## src/rtl/muldiv_unit.sv

```systemverilog
// Iterative multiply/divide unit with architectural HI/LO registers.
// One shift-add or restoring-divide step per cycle, then a single sign-fix cycle.
module muldiv_unit #(
   parameter int XLEN = 32,
   parameter int ITER = 32
) (
   input  logic            clk,
   input  logic            reset,
   input  logic            start,
   input  logic [5:0]      func_code,
   input  logic [XLEN-1:0] a,
   input  logic [XLEN-1:0] b,
   output logic            busy,
   output logic            done,
   output logic [XLEN-1:0] out,
   output logic [XLEN-1:0] hi,
   output logic [XLEN-1:0] lo
);

   localparam int CW = $clog2(ITER);
   localparam logic [CW-1:0] LAST = CW'(ITER - 1);

   localparam logic [5:0] F_MFHI  = 6'b010000;
   localparam logic [5:0] F_MTHI  = 6'b010001;
   localparam logic [5:0] F_MFLO  = 6'b010010;
   localparam logic [5:0] F_MTLO  = 6'b010011;
   localparam logic [5:0] F_MULT  = 6'b011000;
   localparam logic [5:0] F_MULTU = 6'b011001;
   localparam logic [5:0] F_DIV   = 6'b011010;
   localparam logic [5:0] F_DIVU  = 6'b011011;

   typedef enum logic [1:0] {IDLE = 2'd0, RUN = 2'd1, FIX = 2'd2} state_t;

   state_t                state_q, state_d;
   logic [CW-1:0]         cnt_q, cnt_d;
   logic [2*XLEN-1:0]     acc_q, acc_d;
   logic [XLEN-1:0]       opnd_q, opnd_d;
   logic                  is_div_q, is_div_d;
   logic                  neg_q, neg_d;
   logic                  neg_rem_q, neg_rem_d;
   logic                  div0_q, div0_d;
   logic [XLEN-1:0]       hi_q, hi_d;
   logic [XLEN-1:0]       lo_q, lo_d;
   logic [XLEN-1:0]       out_q, out_d;
   logic                  done_q, done_d;

   logic                  accept;
   logic                  md_op;
   logic                  signed_op;
   logic [XLEN-1:0]       abs_a, abs_b;
   logic [XLEN:0]         mul_sum;
   logic [XLEN:0]         rem_sh, rem_diff;
   logic                  rem_ge;
   logic [2*XLEN-1:0]     mul_step, div_step;

   assign accept    = start && (state_q == IDLE);
   assign md_op     = func_code inside {F_MULT, F_MULTU, F_DIV, F_DIVU};
   // Even funct codes of the mul/div group are the signed variants.
   assign signed_op = ~func_code[0];
   assign abs_a     = (signed_op && a[XLEN-1]) ? -a : a;
   assign abs_b     = (signed_op && b[XLEN-1]) ? -b : b;

   // Multiply: {partial, multiplier} shifts right, adding the multiplicand on a set LSB.
   assign mul_sum  = {1'b0, acc_q[2*XLEN-1:XLEN]} + {1'b0, (acc_q[0] ? opnd_q : '0)};
   assign mul_step = {mul_sum, acc_q[XLEN-1:1]};

   // Divide: {remainder, quotient} shifts left; a quotient bit is set when the trial subtract fits.
   assign rem_sh   = {acc_q[2*XLEN-1:XLEN], acc_q[XLEN-1]};
   assign rem_ge   = rem_sh >= {1'b0, opnd_q};
   assign rem_diff = rem_sh - {1'b0, opnd_q};
   assign div_step = {(rem_ge ? rem_diff[XLEN-1:0] : rem_sh[XLEN-1:0]), acc_q[XLEN-2:0], rem_ge};

   always_ff @(posedge clk) begin
      if (reset) state_q <= IDLE;
      else       state_q <= state_d;
   end

   always_comb begin
      state_d = state_q;
      case (state_q)
         IDLE:    if (accept && md_op) state_d = RUN;
         RUN:     if (cnt_q == LAST) state_d = FIX;
         FIX:     state_d = IDLE;
         default: state_d = IDLE;
      endcase
   end

   always_comb begin
      busy = (state_q != IDLE);
      done = done_q;
      out  = out_q;
      hi   = hi_q;
      lo   = lo_q;
   end

   always_comb begin
      cnt_d     = cnt_q;
      acc_d     = acc_q;
      opnd_d    = opnd_q;
      is_div_d  = is_div_q;
      neg_d     = neg_q;
      neg_rem_d = neg_rem_q;
      div0_d    = div0_q;
      hi_d      = hi_q;
      lo_d      = lo_q;
      out_d     = out_q;
      done_d    = 1'b0;
      case (state_q)
         IDLE: begin
            if (accept) begin
               case (func_code)
                  F_MFHI: out_d = hi_q;
                  F_MFLO: out_d = lo_q;
                  F_MTHI: hi_d  = a;
                  F_MTLO: lo_d  = a;
                  F_MULT, F_MULTU, F_DIV, F_DIVU: begin
                     is_div_d  = func_code[1];
                     opnd_d    = func_code[1] ? abs_b : abs_a;
                     acc_d     = {{XLEN{1'b0}}, (func_code[1] ? abs_a : abs_b)};
                     neg_d     = signed_op && (a[XLEN-1] ^ b[XLEN-1]);
                     neg_rem_d = signed_op && a[XLEN-1];
                     div0_d    = (b == '0);
                     cnt_d     = '0;
                  end
                  default: ;
               endcase
            end
         end
         RUN: begin
            acc_d = is_div_q ? div_step : mul_step;
            cnt_d = (cnt_q == LAST) ? '0 : cnt_q + CW'(1);
         end
         FIX: begin
            done_d = 1'b1;
            if (is_div_q) begin
               // Divide by zero leaves remainder = |a|, so the remainder sign fix restores a.
               lo_d = div0_q ? '1 : (neg_q ? -acc_q[XLEN-1:0] : acc_q[XLEN-1:0]);
               hi_d = neg_rem_q ? -acc_q[2*XLEN-1:XLEN] : acc_q[2*XLEN-1:XLEN];
            end else begin
               {hi_d, lo_d} = neg_q ? -acc_q : acc_q;
            end
         end
         default: ;
      endcase
   end

   always_ff @(posedge clk) begin
      if (reset) begin
         cnt_q     <= '0;
         acc_q     <= '0;
         opnd_q    <= '0;
         is_div_q  <= 1'b0;
         neg_q     <= 1'b0;
         neg_rem_q <= 1'b0;
         div0_q    <= 1'b0;
         hi_q      <= '0;
         lo_q      <= '0;
         out_q     <= '0;
         done_q    <= 1'b0;
      end else begin
         cnt_q     <= cnt_d;
         acc_q     <= acc_d;
         opnd_q    <= opnd_d;
         is_div_q  <= is_div_d;
         neg_q     <= neg_d;
         neg_rem_q <= neg_rem_d;
         div0_q    <= div0_d;
         hi_q      <= hi_d;
         lo_q      <= lo_d;
         out_q     <= out_d;
         done_q    <= done_d;
      end
   end

endmodule
```

## config.mk

```make
export PLATFORM = sky130hd
export DESIGN_NAME = muldiv_unit
export DESIGN_NICKNAME = d
export VERILOG_FILES = /design/src/rtl/muldiv_unit.sv
export SDC_FILE = /design/constraint.sdc
export NUM_CORES = 1
export LEC_CHECK = 0
export CORE_AREA = 8 8 212 315
export CTS_CLUSTER_DIAMETER = 50
export DETAILED_ROUTE_END_ITERATION = 10
export DIE_AREA = 0 0 220 323
export GPL_TIMING_DRIVEN = 0
export HOLD_SLACK_MARGIN = 0.1
export MAX_ROUTING_LAYER = met4
export PLACE_DENSITY = 0.55
export SYNTH_ARGS = -nofsm -noshare
export SYNTH_HDL_FRONTEND = slang
export SYNTH_SLANG_ARGS = --single-unit
```

## constraint.sdc

```tcl
create_clock -name clk -period 4.4 [get_ports clk]
set_input_delay 0.44 -clock clk [delete_from_list [all_inputs] [get_ports clk]]
set_output_delay 0.44 -clock clk [all_outputs]
set_load 0.05 [all_outputs]
```

==> out/qor.txt, run 1 <==
============================================================================
Number of diodes                                                           0
Number of CTS-inserted buffers                                            25
Cell breakdown of the critical path                             inv_1 -> clkbuf_2 -> nor2_1 -> ha_1 -> a21oi_1 -> o211ai_1 -> a311oi_2 -> buf_4 -> o221ai_1 -> a211oi_2 -> nor2_1 -> a311oi_1 -> xor2_1 -> o221ai_1
Result of the run                                               complete, no violations
Worst VDD drop                                                        216 uV
Width of the die                                                      220 um
# Max-Cap Violations                                                       0
Hold Fails Final Rpt                                                       0
Worst setup SP type                                                flip-flop
Max Freq                                                             233 MHz
CTS H-tree lvls                                                            1
Dominant register cell in the synthesized netlist               sky130_fd_sc_hd__dfxtp_1
Arrival time worst endpoint                                          4.71 ns
Largest net degree at the start of global routing                         15
Port Buffers                                                             167
Setup violators final                                                      0
Worst min path class                                            flip-flop to flip-flop
Synth warn                                                                 0
Crit share post-route                                                  97.6%
CTS tree                                                                done
Area Growth Syn to Fin                                                 22.3%
CP peak stage delay                                                  0.57 ns
Total Power Consumption                                              5.12 mW
Worst max-slew margin expressed relative to the limit                  16.8%
Post-route non-filler standard cell count                               3129
Detailed-route via count                                               17451
Number of cells produced by synthesis                                   2118
WHS Path Cells                                                             2
Post-Synthesis Net Count                                                2263
Iteration-0 DRC Markers                                                 1424
Async set or reset register ratio after synthesis                         0%
Capture instance of the worst register-to-register path         acc_q[62]$_SDFFE_PP0P_
Largest fanout of any net on the critical path                            10
Clock network latency to the later pin of the worst-skew pair        0.56 ns
Leakage dissipation                                                  7.41 nW
DR WL/cell                                                           26.8 um
Number of global-route vias before repair                              17342
First-pass GRT wire length                                         119000 um
CP Class                                                        flip-flop to flip-flop
Source of the worst hold timing path                            opnd_q[9]$_SDFFE_PP0P_
Proportion of synthesized chip area in sequential cells                25.5%
Std-Cell Core Area                                                61900 um^2
Final Max Tran Viols                                                       0
Top-level I/O count                                                      171
Highest-count cells in the layout ignoring fill and taps        sky130_fd_sc_hd__nor2_1, sky130_fd_sc_hd__dfxtp_1, sky130_fd_sc_hd__nand2_1
Placement row count                                                      112
Kind of cell adding the most delay to the critical path         compound AO/OA/AOI/OAI gates
Die H                                                                 323 um
Flop and latch count out of synthesis                                    204
Maximum number of buffers from clock root to sink                          3
Clock tree root buffer cell                                     sky130_fd_sc_hd__clkbuf_16
Syn_area_per_cell                                                  7.55 um^2
Effective utilization at floorplan                                     25.8%
Clock-pin transition on the worst setup and hold timing paths        0.07 ns
Critical Path End Type                                             flip-flop
Worst clock skew                                                   0.0181 ns
Startpoint of the most critical register-to-register path       acc_q[0]$_SDFFE_PP0P_
CP bufs+invs                                                               3
Drc violations                                                             0
Most common library cell in the layout ignoring fill and taps   sky130_fd_sc_hd__nor2_1
Die footprint                                                     71100 um^2
Cell variety after synth                                                  78
Placed wire-length estimate                                         69500 um
Router iterations before antenna repair                                    8
Total Routed Length                                                 83900 um
Nets                                                                    2458
Netlist area before placement                                     16000 um^2
Placed cell count                                                       3083
Post-route antenna net violation count                                     0
Post-layout util                                                       31.6%
Number of sinks handled by clock tree synthesis                          204
Hold buffer count at cts                                                   0
Critical Path Slowest Stage Cell                                sky130_fd_sc_hd__dfxtp_1
Residual overflow from global routing                                      0
Total power per unit cell area                                   262 nW/um^2
Worst reg-to-reg setup slack                                         0.11 ns
Hold Crit Endpoint                                              opnd_q[9]$_SDFFE_PP0P_
Fraction of layout cells with a size suffix above 1                    3.56%
Number of flops mapped to enable cells by yosys                            0
Final critical-path required period                                  4.29 ns
Global router's overall resource usage                                 23.2%
Measured slew at the worst slew-check pin                            1.24 ns
RD Place Congestion                                                     1.02
Number of cells on the worst reg-to-reg path                              14
WHS                                                                 0.458 ns
Antenna violations before repair                                           0
Critical Path RT                                                     4.82 ns
Vias/cell                                                               5.58
============================================================================
area by class of cell:
cell class                      count  area [um^2]
Buffer                            149          574
Clock inverter                     16          209
Fill cell                        6678        42400
Inverter                           71          267
Timing Repair Buffer              169         1690
Tap cell                          798          998
Clock buffer                       29          671
Multi-Input combinational cell   1693        11100
Sequential cell                   204         4080
metal layers:
layer  routed length [um]  GRT usage, %  part of all wire [%]  up-vias
met5                    0             -                     0        -
met1                28400          21.6                    34     8381
li1                     -             -                     -     8133
met4                 8410          19.5                    10        0
met2                42600          41.8                    51      669
met3                 4370          2.86                   5.2      268
state kept, by name (all words and copies together) (netlist names):
register	flops
div0_q	1
acc_q	64
out	32
state_q	2
done	1
lo	32
neg_rem_q	1
cnt_q	5
hi	32
neg_q	1
opnd_q	32
is_div_q	1
worst register-to-register path: stages, from the launching register on:
cell and delay, ns:
sky130_fd_sc_hd__dfxtp_1 0.57, sky130_fd_sc_hd__inv_1 0.26, sky130_fd_sc_hd__clkbuf_2 0.28, sky130_fd_sc_hd__nor2_1 0.17, sky130_fd_sc_hd__ha_1 0.31, sky130_fd_sc_hd__a21oi_1 0.27, sky130_fd_sc_hd__o211ai_1 0.23, sky130_fd_sc_hd__a311oi_2 0.29
sky130_fd_sc_hd__buf_4 0.18, sky130_fd_sc_hd__o221ai_1 0.30, sky130_fd_sc_hd__a211oi_2 0.39, sky130_fd_sc_hd__nor2_1 0.14, sky130_fd_sc_hd__a311oi_1 0.33, sky130_fd_sc_hd__xor2_1 0.28, sky130_fd_sc_hd__o221ai_1 0.16
worst max-delay path by stage:
stage / endpoint / startpoint / slack, ns / cells past startpoint
after floorplan: acc_q[62]$_SDFFE_PP0P_ / acc_q[0]$_SDFFE_PP0P_ / 1.19 / 14
after global placement: acc_q[62]$_SDFFE_PP0P_ / acc_q[0]$_SDFFE_PP0P_ / -0.37 / 14
after detailed placement: acc_q[62]$_SDFFE_PP0P_ / acc_q[0]$_SDFFE_PP0P_ / -0.39 / 14
after CTS: acc_q[62]$_SDFFE_PP0P_ / acc_q[0]$_SDFFE_PP0P_ / 0.07 / 13
after global routing: acc_q[62]$_SDFFE_PP0P_ / acc_q[0]$_SDFFE_PP0P_ / -0.01 / 14
final: acc_q[62]$_SDFFE_PP0P_ / acc_q[0]$_SDFFE_PP0P_ / 0.11 / 14
per-stage QoR:
| step | setup TNS, ns | cell area (um^2) | setup slack [ns] |
|---|---|---|---|
| finish | 0 | 19600 | 0.105 |
| global route | -0.0111 | 19600 | -0.0111 |
| CTS | 0 | 19500 | 0.0684 |
| detailed placement | -0.497 | 18700 | -0.391 |
| global placement | -0.389 | 18700 | -0.372 |
| floorplan | 0 | 16000 | 1.19 |
synthesized netlist by cell type (9+ instances only):
cell type,n,area share [%]
sky130_fd_sc_hd__xnor2_1,87,4.8
sky130_fd_sc_hd__o22ai_1,10,0.39
sky130_fd_sc_hd__and3_1,23,0.90
sky130_fd_sc_hd__o41ai_1,10,0.55
sky130_fd_sc_hd__a31oi_1,15,0.59
sky130_fd_sc_hd__a22oi_1,19,0.89
sky130_fd_sc_hd__nand3_1,34,1.1
sky130_fd_sc_hd__o31ai_1,22,1.0
sky130_fd_sc_hd__and2_1,15,0.59
sky130_fd_sc_hd__ha_1,70,5.5
sky130_fd_sc_hd__a221oi_1,29,1.6
sky130_fd_sc_hd__a2111oi_0,17,0.93
sky130_fd_sc_hd__nor4_1,24,0.94
sky130_fd_sc_hd__a21oi_1,189,5.9
sky130_fd_sc_hd__o211ai_1,20,0.94
sky130_fd_sc_hd__nor3_1,44,1.4
sky130_fd_sc_hd__a21o_1,34,1.6
sky130_fd_sc_hd__nor2_1,250,5.9
sky130_fd_sc_hd__a32oi_1,10,0.55
sky130_fd_sc_hd__nand4_1,9,0.35
sky130_fd_sc_hd__o21a_1,11,0.52
sky130_fd_sc_hd__inv_1,70,1.6
sky130_fd_sc_hd__o221ai_1,14,0.77
sky130_fd_sc_hd__or4_1,10,0.47
sky130_fd_sc_hd__nand2b_1,18,0.70
sky130_fd_sc_hd__nand2_1,199,4.7
sky130_fd_sc_hd__nor2b_1,13,0.51
sky130_fd_sc_hd__o21ai_0,97,3.0
sky130_fd_sc_hd__clkbuf_1,131,3.1
sky130_fd_sc_hd__or3_1,14,0.55
sky130_fd_sc_hd__xor2_1,80,4.4
sky130_fd_sc_hd__buf_1,11,0.26
sky130_fd_sc_hd__dfxtp_1,204,26
sky130_fd_sc_hd__mux2i_1,108,6.8
sky130_fd_sc_hd__a211oi_1,97,4.6
cell families after synthesis:
family | Yosys count | synth area share [%]
AOI/OAI and AO/OA | 661 | 27.7
xor gates and xnor gates | 167 | 9.15
adders and majority gates | 72 | 5.73
buffers and inverters | 221 | 5.27
DFF | 204 | 25.5
muxes | 109 | 6.83
and+or+nand+nor | 684 | 19.8
repair_timing:
item / 4_1_cts / 5_1_grt
setup endpoints to repair: 2 / 1
pin swaps: 0 / 1
gates resized for setup: 2 / 2
buffers inserted: 0 / 2
where the power goes:
group	switching (mW)	internal (mW)
logic	0.654	0.314
clock network	0.966	1.30
registers	0.0213	1.87
No activity file was read; power rests on OpenSTA's default activity.
==> run 2: changes to the inputs <==
==> config.mk (replaced) <==
export PLATFORM = sky130hd
export DESIGN_NAME = muldiv_unit
export DESIGN_NICKNAME = d
export VERILOG_FILES = /design/src/rtl/muldiv_unit.sv
export SDC_FILE = /design/constraint.sdc
export NUM_CORES = 1
export LEC_CHECK = 0
export CORE_AREA = 8 8 257 259
export CTS_CLUSTER_DIAMETER = 50
export DETAILED_ROUTE_END_ITERATION = 10
export DIE_AREA = 0 0 265 267
export GPL_TIMING_DRIVEN = 0
export HOLD_SLACK_MARGIN = 0.1
export MAX_ROUTING_LAYER = met4
export PLACE_DENSITY = 0.56
export SYNTH_ARGS = -nofsm -noshare
export SYNTH_HDL_FRONTEND = slang
export SYNTH_SLANG_ARGS = --single-unit
==> constraint.sdc (replaced) <==
create_clock -name clk -period 3.5 [get_ports clk]
set_input_delay 0.35 -clock clk [delete_from_list [all_inputs] [get_ports clk]]
set_output_delay 0.35 -clock clk [all_outputs]
set_load 0.05 [all_outputs]
==> run 2 against run 1 <==
  * The run now ends with negative setup slack left
  * Sequential power rose by 26%
  * Core utilization is 0.61 points higher
  * Total power grew 34%
  * Combinational power is 27% higher
  * Non-clock buffer count is 5 higher
  * Clock power up 43%
  * Die area down 0.43%
  * Fmax is 22% higher
  * Critical path type unchanged
  * Critical endpoint unchanged
==> out/qor.txt, run 2 (synthesis results as in run 1) <==
============================================================================
Antenna violations before repair                                           3   +3
Nets                                                                    2469   +0.45%
Violated checks                                                 negative setup slack
Worst VDD drop                                                        338 uV   +57%
Least setup slack across all paths after layout                   -0.0259 ns   -0.131 ns
Placement row count                                                       92   -18%
Post-route antenna net violation count                                     0   unchanged
Total Routed Length                                                 75100 um   -10%
# Max-Cap Violations                                                       0   unchanged
Worst setup SP type                                                flip-flop
Fraction of layout cells with a size suffix above 1                    5.58%   +2.0 points
Clock-pin transition on the worst setup and hold timing paths        0.06 ns   about the same
Effective utilization at floorplan                                     25.7%   -0.091 points
CTS tree                                                                done
Final critical-path required period                                  3.53 ns   -0.769 ns
Critical Path End Type                                             flip-flop
Most common library cell in the layout ignoring fill and taps   sky130_fd_sc_hd__nor2_1
CP peak stage delay                                                  0.39 ns   -0.18 ns
Placed standard-cell area                                         18700 um^2   about the same
Worst reg-to-reg setup slack                                        -0.03 ns   -0.13 ns
Crit share post-route                                                   101%   +3.1 points
Kind of cell adding the most delay to the critical path         compound AO/OA/AOI/OAI gates
Arrival time worst endpoint                                          3.96 ns   -0.75 ns
Critical Path Slowest Stage Cell                                sky130_fd_sc_hd__a211oi_1
Largest net degree at the start of global routing                         17   +2
Die H                                                                 267 um   -17%
Startpoint of the most critical register-to-register path       acc_q[0]$_SDFFE_PP0P_
Result of the run                                               finished, violations left
Number of CTS-inserted buffers                                            31   +24%
Cell area after layout                                            20000 um^2   +2.3%
Hold Fails Final Rpt                                                       0   unchanged
Number of global-route vias before repair                              16875   -2.7%
Detailed-route via count                                               17561   +0.63%
Number of sinks handled by clock tree synthesis                          204   unchanged
Router iterations before antenna repair                                    6   -2
Worst min path class                                            primary input to flip-flop
WHS                                                                 0.313 ns   -0.145 ns
Iteration-0 DRC Markers                                                 1797   +26%
RD Place Congestion                                                    0.942   -7.8%
Max Freq                                                             284 MHz   +22%
Residual overflow from global routing                                      0   unchanged
Capture instance of the worst register-to-register path         acc_q[62]$_SDFFE_PP0P_
Top-level I/O count                                                      171   unchanged
Setup violators final                                                      1   +1
Total power per unit cell area                                   342 nW/um^2   +31%
Vias/cell                                                               5.58   about the same
Measured slew at the worst slew-check pin                            1.13 ns   -0.110 ns
DR WL/cell                                                           23.9 um   -11%
Cell breakdown of the critical path                             clkinvlp_4 -> buf_4 -> nor2_1 -> ha_1 -> a211oi_1 -> o211ai_1 -> a311oi_2 -> buf_4 -> o221ai_4 -> a211oi_2 -> nor2_2 -> a311oi_2 -> xor2_1 -> o221ai_1
CP Class                                                        flip-flop to flip-flop
Std-Cell Core Area                                                62200 um^2   +0.36%
First-pass GRT wire length                                         110000 um   -7.6%
Largest fanout of any net on the critical path                             5   -5
Placed cell count                                                       3084   +0.032%
Width of the die                                                      265 um   +20%
Post-route non-filler standard cell count                               3149   +0.64%
Clock tree root buffer cell                                     sky130_fd_sc_hd__clkbuf_16
Maximum number of buffers from clock root to sink                          3   unchanged
Register name with the most flops                                      acc_q
Die footprint                                                     70800 um^2   -0.43%
Source of the worst hold timing path                                   a[10]
Worst max-slew margin expressed relative to the limit                  24.6%   +7.8 points
Port Buffers                                                             167   unchanged
Global router's overall resource usage                                 20.7%   -2.5 points
Hold Crit Endpoint                                              lo[10]$_SDFFE_PP0P_
Worst clock skew                                                   0.0258 ns   +0.00769 ns
Leakage dissipation                                                  7.57 nW   +2.2%
WHS Path Cells                                                             3   +1
Drc violations                                                             0   unchanged
Unrepaired setup endpoints after global routing                         true
Final Max Tran Viols                                                       0   unchanged
Setup Slack @ Placement                                             -1.18 ns   -0.787 ns
Highest-count cells in the layout ignoring fill and taps        sky130_fd_sc_hd__nor2_1, sky130_fd_sc_hd__nand2_1, sky130_fd_sc_hd__dfxtp_1
CTS H-tree lvls                                                            1   unchanged
Placed wire-length estimate                                         60600 um   -13%
Total Power Consumption                                              6.83 mW   +34%
Critical Path RT                                                     3.93 ns   -0.89 ns
Number of cells on the worst reg-to-reg path                              14   unchanged
Clock network latency to the later pin of the worst-skew pair        0.61 ns   +0.05 ns
Number of flip-flops in the largest register                              64   unchanged
CP bufs+invs                                                               3   unchanged
Area Growth Syn to Fin                                                 25.1%
============================================================================
-- run 2: changes by cell type in the layout (fill, tap and decap cells not counted), moves of 4 or more --
cell and change:
sky130_fd_sc_hd__nor3_2 +4, sky130_fd_sc_hd__dfxtp_1 -6, sky130_fd_sc_hd__o21ai_0 -6, sky130_fd_sc_hd__a21oi_1 -4
sky130_fd_sc_hd__dfxtp_2 +5, sky130_fd_sc_hd__a21oi_2 +4, sky130_fd_sc_hd__buf_4 +6, sky130_fd_sc_hd__clkbuf_8 +5
sky130_fd_sc_hd__nor3_1 -4, sky130_fd_sc_hd__clkbuf_16 +6, sky130_fd_sc_hd__o21ai_1 +5
-- run 2: layout make-up --
type | instances | area, um^2
repair buffers | 175 | 1730
clock buffers | 44 | 885
well taps | 799 | 1000
diodes | 3 | 7.51
flip-flops and latches | 204 | 4090
inverters | 71 | 270
plain buffers | 148 | 593
fillers | 6596 | 42200
multi-input cells | 1693 | 11200
clock inverters | 12 | 176
-- run 2: what timing repair did --
| action | CTS | global route |
|---|---|---|
| resized for setup | 28 | 37 |
| pin swaps | 4 | 6 |
| endpoints found under the setup margin | 38 | 38 |
| buffers inserted | 3 | 5 |
| hold buffers | 0 | 0 |
-- run 2: worst min-delay path, cell delays in order --
cell and delay, ns:
sky130_fd_sc_hd__clkbuf_1 0.22, sky130_fd_sc_hd__mux2i_1 0.20, sky130_fd_sc_hd__a221oi_1 0.09
-- run 2: through the flow --
stage / util (%) / setup TNS (ns)
global placement: 30.0 / -15.95
floorplan: - / 0
finish: 32.2 / -0.0259
global route: 32.2 / -0.0639
detailed placement: 30.0 / -15.78
CTS: 31.9 / 0
-- run 2: worst max path at each step --
stage,startpoint,to,slack [ns],cells past startpoint
4_1_cts,acc_q[0]$_SDFFE_PP0P_,acc_q[62]$_SDFFE_PP0P_,0.02,14
3_5_place_dp,acc_q[0]$_SDFFE_PP0P_,acc_q[62]$_SDFFE_PP0P_,-1.18,14
3_3_place_gp,acc_q[0]$_SDFFE_PP0P_,acc_q[62]$_SDFFE_PP0P_,-1.21,14
2_1_floorplan,acc_q[0]$_SDFFE_PP0P_,acc_q[62]$_SDFFE_PP0P_,0.29,14
6_report,acc_q[0]$_SDFFE_PP0P_,acc_q[62]$_SDFFE_PP0P_,-0.03,14
5_1_grt,acc_q[0]$_SDFFE_PP0P_,acc_q[62]$_SDFFE_PP0P_,-0.05,13
-- run 2: where the power goes --
part | switching [mW] | internal, mW
registers | 0.0263 | 2.35
logic | 0.800 | 0.426
clock network | 1.24 | 1.99
total | 2.07 | 4.76
-- run 2: metal layers --
layer	wire (um)	share of wire, %	vias to the layer above	GRT usage, %
met5	0	0	-	-
met4	2960	3.9	0	7.02
met3	5540	7.4	142	3.07
met2	33400	44	754	32.3
met1	33300	44	8503	27.1
li1	-	-	8162	-
==> run 3: changes to the inputs <==
--- a/config.mk
+++ b/config.mk
@@ -5,6 +5,7 @@
 export SDC_FILE = /design/constraint.sdc
 export NUM_CORES = 1
 export LEC_CHECK = 0
+export ABC_CLOCK_PERIOD_IN_PS = 3500
 export CORE_AREA = 8 8 257 259
 export CTS_CLUSTER_DIAMETER = 50
 export DETAILED_ROUTE_END_ITERATION = 10
==> results of run 3 <==
Same layout as run 2: the final DEF is identical, and so are final timing and power.
